==> src/rtl/tdm_rx_deframer_if.sv <==
// TDM receive bus: serial side (sck/ws/sd) in, deframed sample array plus pulses out.
// master = TDM source / DSP core side, slave = deframer.
interface tdm_rx_deframer_if #(
    parameter int N_CH      = 8,
    parameter int WORD_BITS = 36
);
    logic                              sck;
    logic                              ws;
    logic                              sd;
    logic [N_CH-1:0][WORD_BITS-1:0]    samples;
    logic                              start;
    logic                              frame_err;

    modport master (output sck, ws, sd, input samples, start, frame_err);
    modport slave  (input sck, ws, sd, output samples, start, frame_err);
endinterface

==> src/rtl/tdm_rx_deframer.sv <==
// TDM serial deframer: one ws sync bit, then N_CH*SLOT_BITS data bits, delivered as a word array.
// Optional macro TDM_RX_ERRCNT_EN adds a saturating 16-bit err_count output.
module tdm_rx_deframer #(
    parameter int N_CH        = 8,
    parameter int SLOT_BITS   = 32,
    parameter int SAMPLE_BITS = 24,
    parameter int WORD_BITS   = 36
) (
    input  logic                 clk,
    input  logic                 reset_n,
    tdm_rx_deframer_if.slave     bus
`ifdef TDM_RX_ERRCNT_EN
    ,
    output logic [15:0]          err_count
`endif
);
    localparam int SHIFT = WORD_BITS - SAMPLE_BITS - 4;
    localparam int CH_W  = (N_CH > 1) ? $clog2(N_CH) : 1;
    localparam int BIT_W = $clog2(SLOT_BITS);
    localparam logic [CH_W-1:0]  LAST_CH  = CH_W'(N_CH - 1);
    localparam logic [BIT_W-1:0] LAST_BIT = BIT_W'(SLOT_BITS - 1);
    localparam logic [BIT_W-1:0] LAST_SB  = BIT_W'(SAMPLE_BITS - 1);

    typedef enum logic {HUNT, RECV} state_t;

    state_t                          state;
    logic [1:0]                      sck_sync, ws_sync, sd_sync;
    logic                            sck_q, ws_prev, at_sync;
    logic [CH_W-1:0]                 ch_idx;
    logic [BIT_W-1:0]                bit_idx;
    logic [SAMPLE_BITS-2:0]          shreg;
    logic [N_CH-1:0][WORD_BITS-1:0]  shadow, samples_q;
    logic                            start_q, frame_err_q;

    logic                            bit_ev, ws_b, sd_b, ws_rise, last_bit;
    logic [SAMPLE_BITS-1:0]          sample_nxt;
    logic [WORD_BITS-1:0]            word_nxt;

    assign ws_b       = ws_sync[1];
    assign sd_b       = sd_sync[1];
    assign bit_ev     = sck_sync[1] & ~sck_q;
    assign ws_rise    = ws_b & ~ws_prev;
    assign last_bit   = (ch_idx == LAST_CH) && (bit_idx == LAST_BIT);
    assign sample_nxt = {shreg, sd_b};
    // Sign-extend to the full word, then left-justify leaving 4 headroom bits.
    assign word_nxt   = {{(WORD_BITS-SAMPLE_BITS){sample_nxt[SAMPLE_BITS-1]}}, sample_nxt} << SHIFT;

    always_ff @(posedge clk or negedge reset_n) begin
        if (!reset_n) begin
            state       <= HUNT;
            sck_sync    <= '0;
            ws_sync     <= '0;
            sd_sync     <= '0;
            sck_q       <= 1'b0;
            ws_prev     <= 1'b0;
            at_sync     <= 1'b0;
            ch_idx      <= '0;
            bit_idx     <= '0;
            shreg       <= '0;
            shadow      <= '0;
            samples_q   <= '0;
            start_q     <= 1'b0;
            frame_err_q <= 1'b0;
        end else begin
            sck_sync    <= {sck_sync[0], bus.sck};
            ws_sync     <= {ws_sync[0], bus.ws};
            sd_sync     <= {sd_sync[0], bus.sd};
            sck_q       <= sck_sync[1];
            start_q     <= 1'b0;
            frame_err_q <= 1'b0;
            if (bit_ev) begin
                ws_prev <= ws_b;
                case (state)
                    HUNT: begin
                        if (ws_rise) begin
                            state   <= RECV;
                            at_sync <= 1'b0;
                            ch_idx  <= '0;
                            bit_idx <= '0;
                        end
                    end
                    RECV: begin
                        // start is only raised on the last data bit and errors only on other
                        // bits, so the two pulses can never coincide.
                        if (at_sync) begin
                            at_sync <= 1'b0;
                            if (ws_b) begin
                                ch_idx  <= '0;
                                bit_idx <= '0;
                            end else begin
                                frame_err_q <= 1'b1;
                                state       <= HUNT;
                            end
                        end else if (ws_rise && !last_bit) begin
                            frame_err_q <= 1'b1;
                            ch_idx      <= '0;
                            bit_idx     <= '0;
                        end else begin
                            if (bit_idx <= LAST_SB) shreg <= sample_nxt[SAMPLE_BITS-2:0];
                            if (bit_idx == LAST_SB) shadow[ch_idx] <= word_nxt;
                            if (bit_idx == LAST_BIT) begin
                                bit_idx <= '0;
                                if (ch_idx == LAST_CH) begin
                                    at_sync <= 1'b1;
                                    ch_idx  <= '0;
                                end else begin
                                    ch_idx <= ch_idx + 1'b1;
                                end
                            end else begin
                                bit_idx <= bit_idx + 1'b1;
                            end
                            if (last_bit) begin
                                samples_q <= shadow;
                                if (LAST_SB == LAST_BIT) samples_q[N_CH-1] <= word_nxt;
                                start_q <= 1'b1;
                            end
                        end
                    end
                    default: state <= HUNT;
                endcase
            end
        end
    end

    assign bus.samples   = samples_q;
    assign bus.start     = start_q;
    assign bus.frame_err = frame_err_q;

`ifdef TDM_RX_ERRCNT_EN
    always_ff @(posedge clk or negedge reset_n) begin
        if (!reset_n)
            err_count <= '0;
        else if (frame_err_q && err_count != 16'hFFFF)
            err_count <= err_count + 16'd1;
    end
`endif
endmodule

==> src/flat_wrapper.sv <==
// flat-port wrapper written by rule: the top's interface ports become plain ports
module tdm_rx_deframer_flat 
#(
    parameter int N_CH        = 8,
    parameter int SLOT_BITS   = 32,
    parameter int SAMPLE_BITS = 24,
    parameter int WORD_BITS   = 36
)
  (clk, reset_n, bus_sck, bus_ws, bus_sd, bus_samples, bus_start, bus_frame_err);
  tdm_rx_deframer_if #(.N_CH(N_CH), .WORD_BITS(WORD_BITS)) bus_i ();
  input  logic clk;
  input  logic reset_n;
  input wire logic [$bits(bus_i.sck)-1:0] bus_sck;
  input wire logic [$bits(bus_i.ws)-1:0] bus_ws;
  input wire logic [$bits(bus_i.sd)-1:0] bus_sd;
  output wire logic [$bits(bus_i.samples)-1:0] bus_samples;
  output wire logic [$bits(bus_i.start)-1:0] bus_start;
  output wire logic [$bits(bus_i.frame_err)-1:0] bus_frame_err;
  assign bus_i.sck = bus_sck;
  assign bus_i.ws = bus_ws;
  assign bus_i.sd = bus_sd;
  assign bus_samples = bus_i.samples;
  assign bus_start = bus_i.start;
  assign bus_frame_err = bus_i.frame_err;
  tdm_rx_deframer #(.N_CH(N_CH), .SLOT_BITS(SLOT_BITS), .SAMPLE_BITS(SAMPLE_BITS), .WORD_BITS(WORD_BITS)) u_core (.clk(clk), .reset_n(reset_n), .bus(bus_i));
endmodule
==> config.mk <==
export PLATFORM = sky130hd
export DESIGN_NAME = tdm_rx_deframer_flat
export DESIGN_NICKNAME = d
export VERILOG_FILES = /design/src/rtl/tdm_rx_deframer_if.sv /design/src/rtl/tdm_rx_deframer.sv /design/src/flat_wrapper.sv
export SDC_FILE = /design/constraint.sdc
export NUM_CORES = 1
export LEC_CHECK = 0
export CAP_MARGIN = 20
export CORE_MARGIN = 2
export CORE_UTILIZATION = 50
export CTS_CLUSTER_DIAMETER = 150
export DETAILED_ROUTE_END_ITERATION = 6
export GPL_TIMING_DRIVEN = 0
export PLACE_DENSITY_LB_ADDON = 0.05
export SLEW_MARGIN = 20
export SYNTH_ARGS = -nofsm -noshare
export SYNTH_HDL_FRONTEND = slang
export SYNTH_SLANG_ARGS = --single-unit
==> constraint.sdc <==
create_clock -name clk -period 7.6 [get_ports clk]
set_input_delay 1.52 -clock clk [delete_from_list [all_inputs] [get_ports clk]]
set_output_delay 1.52 -clock clk [all_outputs]
set_load 0.01 [all_outputs]
# == After elaboration in Yosys (flattened, before gate mapping) ==
# Cells that the tools add are included.
# totals
mem_count,0
rom_bits,0
out_inout_bits,290
mem_bits_rw,0
latch_bits,0
elab_cells,92
reg_bits,619
# classes
reduce_logical,10
bitwise_logic,7
n_addsub,2
mux,36
n_div,0
eq_ne,6
magnitude_cmp,3
n_mul,0
shift,0
# op_table
operator,n
$bwmux W288,1
$demux W36 S3,1
$mux W36,1
$mux W5,5
$mux W1,18
$mux W3,6
$reduce_and A5 Y1,3
$eq A5 B5 Y1 const B,2
$pmux W5 S2,1
$pmux W3 S2,1
$add A5 B1 Y5 const B,1
$le A5 B5 Y1 const B,1
$not A1 Y1,5
$lt A3 B4 Y1 const B,1
$ne A4 B4 Y1 const B,1
$pmux W1 S2,2
$reduce_and A4 Y1,1
$add A3 B1 Y3 const B,1
$eq A3 B3 Y1 const B,1
$ge A3 B1 Y1 const B,1
$logic_and A1 B1 Y1,3
$ne A3 B3 Y1 const B,1
$reduce_and A3 Y1,1
$and A1 B1 Y1,2
3 further kinds,3

# == Depth between registers and ports, before layout ==
# depth
word_depth,8
ltp_mapped,9
ltp_nobuf,7

# == Least setup slack after synthesis ==
# OpenSTA, ideal clock, no wires.
# synth_timing
path_type,register -> register
startpoint,reg u_core.bit_idx[0]
endpoint,reg u_core.shadow[122] in the netlist's numbering
synth_period_minus_slack_ps,2580
arrival_ps,2455
path_slack_ps,5020
stages_incl_launch_ff,9
path_buffers,1
path_cell_list,dfrtp_1 -> ha_1 -> and3_1 -> ha_1 -> nand2_1 -> a2111o_1 -> nor3b_4 -> buf_6 -> mux2_2
# synth_via
elab_chain_len,6
elab_cells_between_ends,7
classes_between,eq/ne (2); bitwise (1); reduce/logical (4)
# synth_lines
item,line,source
from (decl),tdm_rx_deframer.sv:30,logic [BIT_W-1:0] bit_idx;
from (signal assigned),tdm_rx_deframer.sv:110,bit_idx <= bit_idx + 1'b1;
$eq A5 B5 Y1,tdm_rx_deframer.sv:43,assign last_bit = (ch_idx == LAST_CH) && (bit_idx == LAST_BIT);
$logic_and A1 B1 Y1,tdm_rx_deframer.sv:43,
$logic_not A1 Y1,tdm_rx_deframer.sv:94,end else if (ws_rise && !last_bit) begin
$logic_and A1 B1 Y1,tdm_rx_deframer.sv:94,
$not A1 Y1 (no line),--,
$reduce_and A5 Y1 (no line) (*),--,
"to (signal, indexed assignment)",tdm_rx_deframer.sv:100,if (bit_idx == LAST_SB) shadow[ch_idx] <= word_nxt;
to (decl),tdm_rx_deframer.sv:32,"logic [N_CH-1:0][WORD_BITS-1:0] shadow, samples_q;"
# Mark *: on every way between the ends. The rest lies on a longest branch, timed or not.
# A chain may end at the register's enable or synchronous reset.

==> flow_summary.ini <==
[run_status]
status = finished, final reports clean

[setup_path]
cp_num_buf_inv = 2
r2r_start = u_core.bit_idx[0]
cp_slowest_cell = clkdlybuf4s50_1
crit_arrival_ns = 1.65
regToRegSetupSlack_ns = 4.59
required_ns = 6.08
path_max_fanout = 6
crit_chain = buf_4 > clkdlybuf4s50_1
cp_top_family = buffers and inverters
critPathLaunchType = register
critPathMaxStageDelay_ns = 0.52
endpoint = bus_samples[143]
regToRegEndpoint = u_core.shadow[12]
crit_start = u_core.bus.samples[142]
critical_path_class = register to output port
worstSetupEndpointType = output port
cp.depth = 2
rr_worst_depth = 8

[clock_tree]
cts_tree = done
cts_buffers = 43
postCtsSetupBuffers = 0
clock-sinks = 427
cts_buffer_depth = 3
htreeDepth = 2
ctsResizeCount = 0
path_clk_slew_ns = 0.06
ctsHoldBuffers = 0
clockRootBuffer = clkbuf_16
clock_latency_ns = 0.53

[die]
rows = 67
top_level_ports = 295
dieArea_sq_um = 35220
initial_core_util_pct = 50.56
die_x_um = 187.7
die_h_um = 187.7
core_sq_um = 33360

[timing]
fmax_mhz = 315.5
skew_ns = 0.01080
final_hold_viol_count = 0
rsz0062_at_grt = no
drv_slew = 0
relSlewSlack_pct = 40.48
setup_ws_ns = 4.431
period_share_pct = 41.70
period_minus_slack_ns = 3.169
finalSetupViolCount = 0
hold_slack_ns = 0.3598
tightestPinTransition_ns = 0.8928

[drt]
drt_wl_total_mm = 38.96
vias = 11033
drtIter0Drc = 548
via_per_inst = 4.820
drc_errors = 0
ant_nets = 0
firstDrtPassIters = 4
wl_per_cell_um = 17.02

[global_route]
grt_pass1_vias = 11308
grt_usage_pct = 22.62
grt.overflow.total = 0
antenna_found_initial = 0
grt_max_degree = 101
grt_first_pass_wirelength_mm = 62.42

[synthesis]
synthSimpleGateAreaFrac_pct = 14.34
synthMuxAreaShare_pct = 14.53
ys_seq_elements = 427
synthAdderAreaFrac_pct = 0.2967
async_flop_share_pct = 100.0
yosys_warnings = 0
synth_ff_type = dfrtp_1
yosysSeqAreaShare_pct = 63.34
synth.distinct_cells = 39
syn_area_per_cell_sq_um = 11.49
synth_compound_area_share_pct = 0.9197
syn_inst = 1468
synth_top_family_by_area = multiplexers
synth-edff-count = 0
synth_area_sq_um = 16870
synth_xor_xnor_area_share_pct = 0

[place]
io_buffer_count = 230
gp_congestion = 0.7869
dp_slack_ns = 4.625
dpl.hpwl_mm = 26.29

[final_layout]
nNetsFinal = 1819
syn2layout_area_growth_pct = 27.87
drive_gt1_share_pct = 21.56
postLayoutCoreUtil_pct = 64.65
diodes = 0

[power_and_ir_drop]
power.leakage_nw = 11.41
powerDensity_nw_per_um2 = 219.3
vdd_drop_max_mv = 0.1850

[run]
max-cap-violations = 0

[hold_path]
hp-class = register to register
==> layout by cell type, fill, tap and decap left out, types with 2 or more instances in the layout <==
master           count
nand2_1            586
dfrtp_1            427
clkdlybuf4s50_1    229
mux2_2             208
buf_4               98
conb_1              64
clkbuf_1            53
clkbuf_16           45
buf_1               25
clkbuf_8            10
clkinv_2            10
buf_2                7
mux2_1               7
nand3_1              5
inv_1                5
bufinv_16            5
buf_6                4
ha_1                 4
buf_16               4
and3_1               3
mux2i_1              3
nor3_1               3
o21ai_0              3
a21o_1               3
nor2b_1              2
nor2_1               2
nor3b_4              2
nand3b_1             2
a21oi_1              2
nand2b_1             2
a22o_1               2
a32o_1               2
==> metrics by stage <==
stage | TNS (ns) | cells | power, mW | instance area [sq um]
final | 0 | 2289 | 4.730 | 21570
after global routing | 0 | 2289 | 4.897 | 21570
after CTS | 0 | 2289 | 4.776 | 21570
after detailed placement | 0 | 2213 | 2.583 | 20080
after global placement | -5726.13 | 2209 | 2.576 | 19970
after floorplan | 0 | 1531 | 2.464 | 17110
==> registers in the layout, summed over array words and instances (netlist names), 2 cells and up <==
register / count
u_core.sd_sync: 2
u_core.ch_idx: 3
u_core.bus.samples: 192
u_core.sck_sync: 2
u_core.ws_sync: 2
u_core.shadow: 192
u_core.shreg: 23
u_core.bit_idx: 5
==> cell families after synthesis <==
group,after synthesis
AO/OA/AOI/OAI,19
adder cells (fa/ha/maj),4
buffers and inverters,186
flip-flops,427
multiplexers,218
other,1
AND/OR/NAND/NOR,613
==> layout make-up <==
class                           count  area (sq um)
Multi-Input combinational cell    918          5315
Timing Repair Buffer              234          2417
Clock buffer                       61          1286
Tap cell                          448         560.5
Fill cell                        2723         11800
Sequential cell                   427         10690
Buffer                            181          1086
Clock inverter                     15         200.2
Inverter                            5         18.77
==> power by group <==
| group | switching [mW] | total (mW) | internal (mW) |
|---|---|---|---|
| Sequential | 0.0175 | 2.32 | 2.30 |
| Combinational | 0.154 | 0.219 | 0.0658 |
| Clock | 0.850 | 2.19 | 1.34 |
==> cell usage after synthesis (all sizes together) (3+ instances only) <==
library cell  number  area, sq um
mux2i              3        30.03
nand3              5        25.02
ha                 4        50.05
a21o               3        22.52
mux2             215         2421
dfrtp            427        10690
buf              134        909.6
clkbuf            47        176.4
o21ai              3        15.01
nor3               4        31.28
nand2            586         2200
and3               3        18.77
inv                5        18.77
==> worst min path at each step <==
stage	depth (start not counted)	startpoint	slack, ns	endpoint
after floorplan	0	u_core.sck_sync[0]	0.33	u_core.sck_sync[1]
after global placement	0	u_core.sd_sync[0]	0.34	u_core.sd_sync[1]
after detailed placement	0	u_core.sd_sync[0]	0.35	u_core.sd_sync[1]
after CTS	0	u_core.sd_sync[0]	0.36	u_core.sd_sync[1]
after global routing	0	u_core.sd_sync[0]	0.36	u_core.sd_sync[1]
final	0	u_core.sd_sync[0]	0.36	u_core.sd_sync[1]
==> per-layer routing <==
metal	share of wire [%]	up-vias	GRT usage (%)
met4	2.0	0	5.239
li1	-	5226	-
met1	45	5480	31.13
met5	0	-	0
met3	5.2	48	4.043
met2	48	279	37.72
No activity file was read; power rests on OpenSTA's default activity.
